**config.mk**
```make
export PLATFORM = sky130hd
export DESIGN_NAME = cic_decimator
export DESIGN_NICKNAME = d
export VERILOG_FILES = /design/src/rtl/cic_pkg.sv /design/src/rtl/cic_integrator.sv /design/src/rtl/cic_decimator.sv
export SDC_FILE = /design/constraint.sdc
export NUM_CORES = 1
export LEC_CHECK = 0
export CAP_MARGIN = 20
export CORE_ASPECT_RATIO = 0.7
export CORE_UTILIZATION = 38
export DETAILED_ROUTE_END_ITERATION = 16
export DONT_BUFFER_PORTS = 1
export GPL_ROUTABILITY_DRIVEN = 0
export HOLD_SLACK_MARGIN = 0.05
export PLACE_DENSITY = 0.61
export SYNTH_ARGS = -nofsm -noshare
export SYNTH_HDL_FRONTEND = slang
export SYNTH_SLANG_ARGS = --single-unit
```
**constraint.sdc**
```tcl
create_clock -name clk -period 6.8 [get_ports clk]
set_input_delay 0.68 -clock clk [delete_from_list [all_inputs] [get_ports clk]]
set_output_delay 0.68 -clock clk [all_outputs]
set_load 0.05 [all_outputs]
```
**src/rtl/cic_pkg.sv**
```systemverilog
// Shared limits and width helpers for the CIC decimator.
package cic_pkg;

  localparam int MIN_ORDER = 1;
  localparam int MAX_ORDER = 6;
  localparam int MIN_DECIM = 2;
  localparam int MAX_DECIM = 1024;
  localparam int MIN_OUT_W = 2;

  // Bit growth of an N-stage CIC is N*log2(R); two extra bits carry the +/-1 input.
  function automatic int cic_acc_w(input int order, input int decim);
    return order * $clog2(decim) + 2;
  endfunction

  function automatic bit cic_is_pow2(input int v);
    return (v > 0) && ((v & (v - 1)) == 0);
  endfunction

endpackage

```
**src/rtl/cic_integrator.sv**
```systemverilog
// One enabled, wrapping accumulator stage of the CIC integrator chain.
module cic_integrator
  import cic_pkg::*;
#(
  parameter int W = 8
) (
  input  logic         clk,
  input  logic         reset,
  input  logic         i_en,
  input  logic [W-1:0] i_din,
  output logic [W-1:0] o_acc
);

  logic [W-1:0] r_acc;

  always_ff @(posedge clk) begin
    if (reset) begin
      r_acc <= '0;
    end else if (i_en) begin
      r_acc <= r_acc + i_din;
    end
  end

  assign o_acc = r_acc;

endmodule

```
**src/rtl/cic_decimator.sv**
```systemverilog
// CIC decimator for a 1-bit sigma-delta stream: ORDER integrators, decimate by DECIM, ORDER combs.
// Define CIC_ROUND_EN for round-half-up with positive saturation; otherwise the output is floor-truncated.
module cic_decimator
  import cic_pkg::*;
#(
  parameter int ORDER = 3,
  parameter int DECIM = 64,
  parameter int OUT_W = 16
) (
  input  logic                    clk,
  input  logic                    reset,
  input  logic                    in_valid,
  input  logic                    in_bit,
  output logic                    out_valid,
  output logic signed [OUT_W-1:0] out_data
);

  localparam int ACC_W = cic_acc_w(ORDER, DECIM);
  localparam int CNT_W = $clog2(DECIM);
  localparam int SHIFT = ACC_W - OUT_W;
  localparam logic [CNT_W-1:0] LAST_PHASE = CNT_W'(DECIM - 1);

  generate
    if (ORDER < MIN_ORDER || ORDER > MAX_ORDER ||
        DECIM < MIN_DECIM || DECIM > MAX_DECIM || !cic_is_pow2(DECIM) ||
        OUT_W < MIN_OUT_W || OUT_W > ACC_W) begin : g_bad_param
      $error("cic_decimator: illegal ORDER/DECIM/OUT_W combination");
    end
  endgenerate

  logic [ACC_W-1:0]        w_int  [0:ORDER];
  logic [ACC_W-1:0]        w_comb [0:ORDER];
  logic [CNT_W-1:0]        r_phase;
  logic                    r_tick;
  logic signed [ACC_W-1:0] r_comb;
  logic                    r_comb_vld;
  logic signed [OUT_W-1:0] w_scaled;

  assign w_int[0] = in_bit ? {{(ACC_W-1){1'b0}}, 1'b1} : {ACC_W{1'b1}};

  for (genvar k = 0; k < ORDER; k++) begin : g_int
    cic_integrator #(.W(ACC_W)) u_int (
      .clk   (clk),
      .reset (reset),
      .i_en  (in_valid),
      .i_din (w_int[k]),
      .o_acc (w_int[k+1])
    );
  end

  // The tick is a one-shot: once raised it always drains through the comb/output stages.
  always_ff @(posedge clk) begin
    if (reset) begin
      r_phase <= '0;
      r_tick  <= 1'b0;
    end else begin
      r_tick <= in_valid && (r_phase == LAST_PHASE);
      if (in_valid) begin
        r_phase <= r_phase + 1'b1;
      end
    end
  end

  assign w_comb[0] = w_int[ORDER];

  for (genvar k = 0; k < ORDER; k++) begin : g_comb
    logic [ACC_W-1:0] r_dly;

    always_ff @(posedge clk) begin
      if (reset) begin
        r_dly <= '0;
      end else if (r_tick) begin
        r_dly <= w_comb[k];
      end
    end

    assign w_comb[k+1] = w_comb[k] - r_dly;
  end

  always_ff @(posedge clk) begin
    if (reset) begin
      r_comb     <= '0;
      r_comb_vld <= 1'b0;
    end else begin
      r_comb_vld <= r_tick;
      if (r_tick) begin
        r_comb <= $signed(w_comb[ORDER]);
      end
    end
  end

`ifdef CIC_ROUND_EN
  generate
    if (SHIFT == 0) begin : g_pass
      assign w_scaled = r_comb;
    end else begin : g_round
      localparam logic signed [ACC_W:0] HALF = {{ACC_W{1'b0}}, 1'b1} << (SHIFT - 1);
      localparam logic signed [OUT_W-1:0] MAX_POS = {1'b0, {(OUT_W-1){1'b1}}};
      logic signed [ACC_W:0] w_sum;
      logic signed [OUT_W:0] w_rnd;

      // One guard bit absorbs the rounding carry; only positive overflow is possible.
      assign w_sum    = (ACC_W+1)'(r_comb) + HALF;
      assign w_rnd    = (OUT_W+1)'(w_sum >>> SHIFT);
      assign w_scaled = (w_rnd[OUT_W] != w_rnd[OUT_W-1]) ? MAX_POS : w_rnd[OUT_W-1:0];
    end
  endgenerate
`else
  assign w_scaled = OUT_W'(r_comb >>> SHIFT);
`endif

  always_ff @(posedge clk) begin
    if (reset) begin
      out_valid <= 1'b0;
      out_data  <= '0;
    end else begin
      out_valid <= r_comb_vld;
      if (r_comb_vld) begin
        out_data <= w_scaled;
      end
    end
  end

endmodule
```
Yosys cells after proc, flatten, opt, wreduce, memory -nomap -nowiden
Cells that the tools add are included.
Widths: inputs -> output; s select.
- bits in registers: 165
- input bits: 4
- output and inout bits: 17
- logic and storage cells: 22
- add/subtract/negate cells: 7
- equality and inequality tests: 1
- multiplexer cells: 1
- reduce and logical (&&, ||, !) cells: 1
- operators by type and width (kind ; count):
    $add 20x20->20 ; 3
    $sub 20x20->20 ; 3
    $mux 20 ; 1
    $add 6x1->6 const B ; 1
    $eq 6x6->1 const B ; 1
    $logic_and 1x1->1 ; 1

Logic depth before layout (Yosys ltp)
Gate-level depths: netlist of the first run.
- depth in word-level cells: 3
- gate-level depth with buffers: 29
- mapped depth without buffers: 29

Hierarchy
Synthesis of the first run repeated with hierarchy kept, for this count alone.
- cell total of the unflattened synthesis: 1330
- area, all modules: 11128.2 um2
- modules (own cells, without submodules) (module ; times used ; cells an instance ; area each (um2)):
    cic_decimator ; 1 ; 718 ; 6132.1
    cic_integrator ; 3 ; 204 ; 1665.3

Worst setup path before layout of the first run
Ideal clock, no wire load.
- path kind: reg-to-reg
- from: register g_int[2].u_int.r_acc[0]
- to: register r_comb[19]
- setup time: 139 ps
- arrival time: 4974 ps
- setup slack: 1687 ps
- stages on the path, launching flop included: 29
- buffers on the path: 0
- path through: dfxtp_1 inv_1 ha_1 inv_1 fa_1 a21o_1 a21oi_1 o21bai_1 a21oi_1 nor2_1 nor2_1 o21bai_1 a21o_1 xor2_1 ha_1 a2111oi_0 nand2_1 o21ba_1 nor2_1 xor2_1 ha_1 nand2_1 o21ai_0 a21oi_1 a31oi_1 mux2i_1 a21oi_1 nand2_1 o221ai_1
- RTL lines (what ; line ; source):
    from (decl) ; cic_integrator.sv:14 ; logic [W-1:0] r_acc;
    from (signal assigned) ; cic_integrator.sv:20 ; r_acc <= r_acc + i_din;
    to (signal assigned) ; cic_decimator.sv:87 ; r_comb <= $signed(w_comb[ORDER]);
    to (decl) ; cic_decimator.sv:35 ; logic signed [ACC_W-1:0] r_comb;

==> results.toml, run 1 <==
[yosys]
async_flop_share_pct = 0
synth_cells = 1288
synth_fp_nets = 1410
syn_area_per_cell_um2 = 8.48
synth_top_flop_cell = "dfxtp_1"
yosysWarningCount = 0
syn_area_um2 = 10900
synth_edf_count = 0
seq_area_frac_synth_pct = 29.5
ys_seq_elements = 161
ys_types = 70

[power_and_ir_drop]
power_mw = 4.69
p_leak_nw = 4.86
p_per_area_nw_per_um2 = 394
ir_drop_v = 0.000293

[drt]
vias = 8398
wl_um = 21000
detail_route.first_pass.iterations = 5
drc = 0
viasPerCell = 5.08
ant_nets = 0
drt_iter0_markers = 476
routedWlPerCell_um = 12.7

[sta]
fmax_mhz = 168
slew_headroom_pct = 32.1
hold_viol = 0
slew_viol_final = 0
worst_pin_slew_ps = 1020
finalCriticalPeriod_ps = 5960
finalSetupViolations = 0
rsz0062_at_grt = "false"
finalCritPeriodShare_pct = 87.7
skew_ps = 7.23
tns_ps = 0

[grt]
antenna_found_initial = 0
grt_max_degree = 176
grtUsageTotal_pct = 14.8
grt-ovfl-total = 0
grt_pass1_vias = 7577
grt_pass1_wl_um = 35900

[setup_path]
worstSetupEndpointType = "flip-flop"
slowest_stage = "a2111oi_0"
path_class = "flip-flop to flip-flop"
worst_ep_required_time_ps = 7090
cpPeakStageDelay_ps = 440
crit_path_frequent_cell = "a21oi_1"
start_kind = "flip-flop"
crit_arrival_ps = 6260
path_max_fanout = 6

[placed_design]
dp.cells = 1620
place_hpwl_um = 14700
io_buffers = 0

[clocking]
htree_num_levels = 4
root_buffer = "clkbuf_16"
post_cts_buffers = 0
cts_hold_buf = 0
clockBufferDepth = 2
clkTransAtPathRegs_ps = 60
clock_sinks = 161
cts_tree = "yes"
cts-resized-gates = 0
clkLatencyLatePin_ps = 430
cts_made_buffers = 17

[floorplanning]
row_count = 51
die_area_um2 = 29400
die_h_um = 144
core_um2 = 28000
die-width_um = 205
start_util_pct = 39.0
ios = 21

[min_path]
hp-class = "input port to flip-flop"

[run_status]
status = "completed"

[flow_run]
max-cap-violations = 0

[final_layout]
fin_nets = 1390
final_cell_mix = "nor2_1, dfxtp_1, mux2i_1"
antennaDiodeCount = 0
drive_gt1_share_pct = 3.67
area_delta_synth_final_pct = 8.90
final_common_cell = "nor2_1"
final_cells = 1652
-- logic make-up after synthesis --
family / after synthesis / share of synthesized area [%]
AOI/OAI and AO/OA: 257 / 16.0
xor gates and xnor gates: 92 / 7.51
adders and majority gates: 118 / 13.9
buffers and inverters: 128 / 4.41
DFF: 161 / 29.5
muxes: 128 / 11.7
and+or+nand+nor: 404 / 17.0
-- layout make-up --
type | count | area (um^2)
Clock inverter | 11 | 184
Sequential cell | 161 | 3230
Timing Repair Buffer | 2 | 15.0
Clock buffer | 21 | 460
Multi-Input combinational cell | 999 | 7220
Tap cell | 371 | 464
Inverter | 87 | 327
Fill cell | 2785 | 16100
-- synthesized netlist by cell type, types with 10 or more instances --
| cell type | instances | area share [%] |
|---|---|---|
| nor2_1 | 217 | 7.5 |
| inv_1 | 87 | 3.0 |
| dfxtp_1 | 161 | 30 |
| xor2_1 | 27 | 2.2 |
| o21ai_0 | 22 | 1.0 |
| o21a_1 | 13 | 0.89 |
| nor3_1 | 26 | 1.2 |
| a21o_1 | 37 | 2.5 |
| nand2b_1 | 21 | 1.2 |
| nand3_1 | 23 | 1.1 |
| a211oi_1 | 15 | 1.0 |
| xnor2_1 | 64 | 5.1 |
| ha_1 | 113 | 13 |
| a21oi_1 | 66 | 3.0 |
| clkbuf_1 | 26 | 0.89 |
| buf_1 | 14 | 0.48 |
| nor2b_1 | 10 | 0.57 |
| o21ai_1 | 23 | 1.1 |
| mux2i_1 | 128 | 12 |
| nand2_1 | 47 | 1.6 |
-- per-layer routing --
metal | GRT usage, % | routed length, um | up-vias
met5 | 0 | 0 | -
met4 | 3.65 | 176 | 0
met3 | 3.17 | 614 | 13
met2 | 20.3 | 7940 | 79
met1 | 22.8 | 12200 | 3807
li1 | - | - | 4499
-- state kept, by name, summed over array words and instances, names as in the netlist --
| signal | count |
|---|---|
| out_valid | 1 |
| g_int.u_int.o_acc | 60 |
| r_tick | 1 |
| r_comb_vld | 1 |
| g_comb.r_dly | 60 |
| r_comb | 16 |
| r_phase | 6 |
| out_data | 16 |
-- power by group --
group / switching (mW) / internal (mW)
logic: 1.43 / 1.17
registers: 0.0456 / 0.993
clock network: 0.388 / 0.668
-- worst max-delay path, delay by kind of cell (launching register included) --
kind	cells	cell delay (ps)
buffers and inverters	2	110
and+or+nand+nor	6	560
DFF	1	330
muxes	1	300
adders and majority gates	4	1260
xor gates and xnor gates	2	310
AOI/OAI and AO/OA	13	2970
-- stage by stage --
stage          hold WS [ps]  setup slack [ps]  cell area (um^2)  util, %
2_1_floorplan           419              1690             10900        -
3_3_place_gp            427              1070             11300     40.2
5_1_grt                 294               265             11900     42.5
4_1_cts                 311               834             11900     42.5
6_report                324               835             11900     42.5
3_5_place_dp            435               937             11300     40.2
-- worst paths after layout --
path	from	endpoint	slack [ps]	cells past startpoint
hold reg to reg	r_phase[5]$_SDFFE_PP0P_	r_tick$_SDFF_PP0_	450	2
hold / removal	reset	g_comb[1].r_dly[19]$_SDFFE_PP0P_	320	1
setup / recovery	g_int[2].u_int.o_acc[0]$_SDFFE_PP0P_	r_comb[19]$_SDFFE_PP0P_	840	28
setup reg to reg	g_int[2].u_int.o_acc[0]$_SDFFE_PP0P_	r_comb[19]$_SDFFE_PP0P_	840	28
Note: power is estimated with default switching activity, not from simulation.
==> run 2: changes to the inputs <==
- GPL_ROUTABILITY_DRIVEN: 0 -> unset
- clock period: 6.8 -> 7.1 ns (I/O delays scaled with it)
==> run 2 against run 1 <==
  * Sequential cell count unchanged
  * Sequential share of layout area increased by 0.12 points
  * Sequential power decreased by 4%
  * Fmax increased by 0.13%
  * Setup slack improved by 310 ps
  * Cell count unchanged
  * Final area decreased by 0.43%
  * Combinational power decreased by 4%
  * Register-to-register slack improved by 310 ps
  * Count of clock-buffer cells in the layout increased by 2
  * Wire length increased by 0.91%
  * Clock power decreased by 13%
  * Critical path type unchanged
  * Critical endpoint unchanged
  * Largest power group unchanged
  * Highest routed layer unchanged
==> results.toml, run 2 (same netlist as run 1, synthesis figures left out) <==
[run_status]
status = "completed"

[clocking]
clock_sinks = 161
cts-resized-gates = 0
clockBufferDepth = 2
htree_num_levels = 4
post_cts_buffers = 0
clkLatencyLatePin_ps = 430
clkTransAtPathRegs_ps = 60
root_buffer = "clkbuf_16"
cts_tree = "yes"
cts_made_buffers = 17
cts_hold_buf = 0

[floorplanning]
start_util_pct = 39.0
row_count = 51
core_um2 = 28000
ios = 21
die-width_um = 205
die_area_um2 = 29400
die_h_um = 144

[setup_path]
crit_path_frequent_cell = "a21oi_1"
path_max_fanout = 6
timing.rr.start = "g_int[2].u_int.o_acc[0]$_SDFFE_PP0P_"
start_kind = "flip-flop"
rr_endpoint = "r_comb[19]$_SDFFE_PP0P_"
crit_arrival_ps = 6260
r2r_cells = 28
cpPeakStageDelay_ps = 450
r2r_setup_slack_ps = 1140
slowest_stage = "a2111oi_0"
path_class = "flip-flop to flip-flop"
worstSetupEndpointType = "flip-flop"
worst_ep_required_time_ps = 7410

[placed_design]
io_buffers = 0
gp_congestion = 0.818
place_hpwl_um = 14900

[grt]
grtUsageTotal_pct = 15.0
grt-ovfl-total = 0
antenna_found_initial = 0
grt_pass1_wl_um = 36500
grt_pass1_vias = 7769
grt_max_degree = 176

[drt]
routedWlPerCell_um = 12.8
viasPerCell = 5.12
drt_iter0_markers = 518
ant_nets = 0
detail_route.first_pass.iterations = 5
wl_um = 21200
vias = 8458
drc = 0

[final_layout]
drive_gt1_share_pct = 3.67
fin_nets = 1390
antennaDiodeCount = 0
area_delta_synth_final_pct = 8.43
final_common_cell = "nor2_1"
final_cell_mix = "nor2_1, dfxtp_1, mux2i_1"

[power_and_ir_drop]
p_per_area_nw_per_um2 = 373
p_leak_nw = 4.82
power_mw = 4.42
ir_drop_v = 0.000240

[sta]
skew_ps = 7.18
finalCriticalPeriod_ps = 5960
rsz0062_at_grt = "false"
slew_headroom_pct = 33.3
fmax_mhz = 168
worst_pin_slew_ps = 1000
tns_ps = 0
hold_viol = 0
slew_viol_final = 0
finalCritPeriodShare_pct = 83.9
finalSetupViolations = 0

[min_path]
hold_depth = 1
min_from = "reset"
holdPathEnd = "r_tick$_SDFF_PP0_"
hp-class = "input port to flip-flop"

[flow_run]
max-cap-violations = 0
==> run 2: area by class of cell <==
| class | count | area (um^2) |
|---|---|---|
| Clock inverter | 9 | 105 |
| Tap cell | 371 | 464 |
| Inverter | 87 | 327 |
| Fill cell | 2819 | 16200 |
| Multi-Input combinational cell | 999 | 7220 |
| Sequential cell | 161 | 3230 |
| Timing Repair Buffer | 2 | 15.0 |
| Clock buffer | 23 | 488 |
==> run 2: critical path: cells and delay by family, from the launching register on <==
family	cells	cell delay, ps
compound gates	13	2950
fa+ha+maj	4	1270
simple gates	6	570
flops	1	330
mux	1	300
xor+xnor	2	290
buf+inv	2	120
==> run 2: worst max path at each step <==
stage	from	to	slack [ps]
floorplan	g_int[2].u_int.o_acc[0]$_SDFFE_PP0P_	r_comb[19]$_SDFFE_PP0P_	1990
global route	g_int[2].u_int.o_acc[0]$_SDFFE_PP0P_	r_comb[19]$_SDFFE_PP0P_	500
global placement	g_int[2].u_int.o_acc[0]$_SDFFE_PP0P_	r_comb[19]$_SDFFE_PP0P_	1370
detailed placement	g_int[2].u_int.o_acc[0]$_SDFFE_PP0P_	r_comb[19]$_SDFFE_PP0P_	1250
CTS	g_int[2].u_int.o_acc[0]$_SDFFE_PP0P_	r_comb[19]$_SDFFE_PP0P_	1180
finish	g_int[2].u_int.o_acc[0]$_SDFFE_PP0P_	r_comb[19]$_SDFFE_PP0P_	1140
==> run 2: where the power goes <==
group          switching, mW  total, mW  leakage (nW)  internal [mW]
sequential            0.0443      0.995          1.31          0.951
combinational           1.38       2.50          3.23           1.12
clock                  0.371      0.925         0.281          0.553
total                   1.80       4.42          4.82           2.63
==> run 2: metrics by stage <==
step	utilization [%]	instances	hold slack, ps	setup slack, ps	area, um^2
4_1_cts	42.3	1652	333	1180	11800
2_1_floorplan	-	1288	419	1990	10900
3_5_place_dp	40.2	1620	436	1250	11300
3_3_place_gp	40.2	1620	426	1370	11300
5_1_grt	42.3	1652	322	505	11800
6_report	42.3	1652	344	1140	11800
==> run 2: metal layers <==
layer  vias to the layer above  GRT usage, %  wire, um
met5                         -             0         0
met4                         0          4.40       195
met3                        13          2.81       613
met2                        76          21.4      8280
met1                      3842          22.5     12100
li1                       4527             -         -
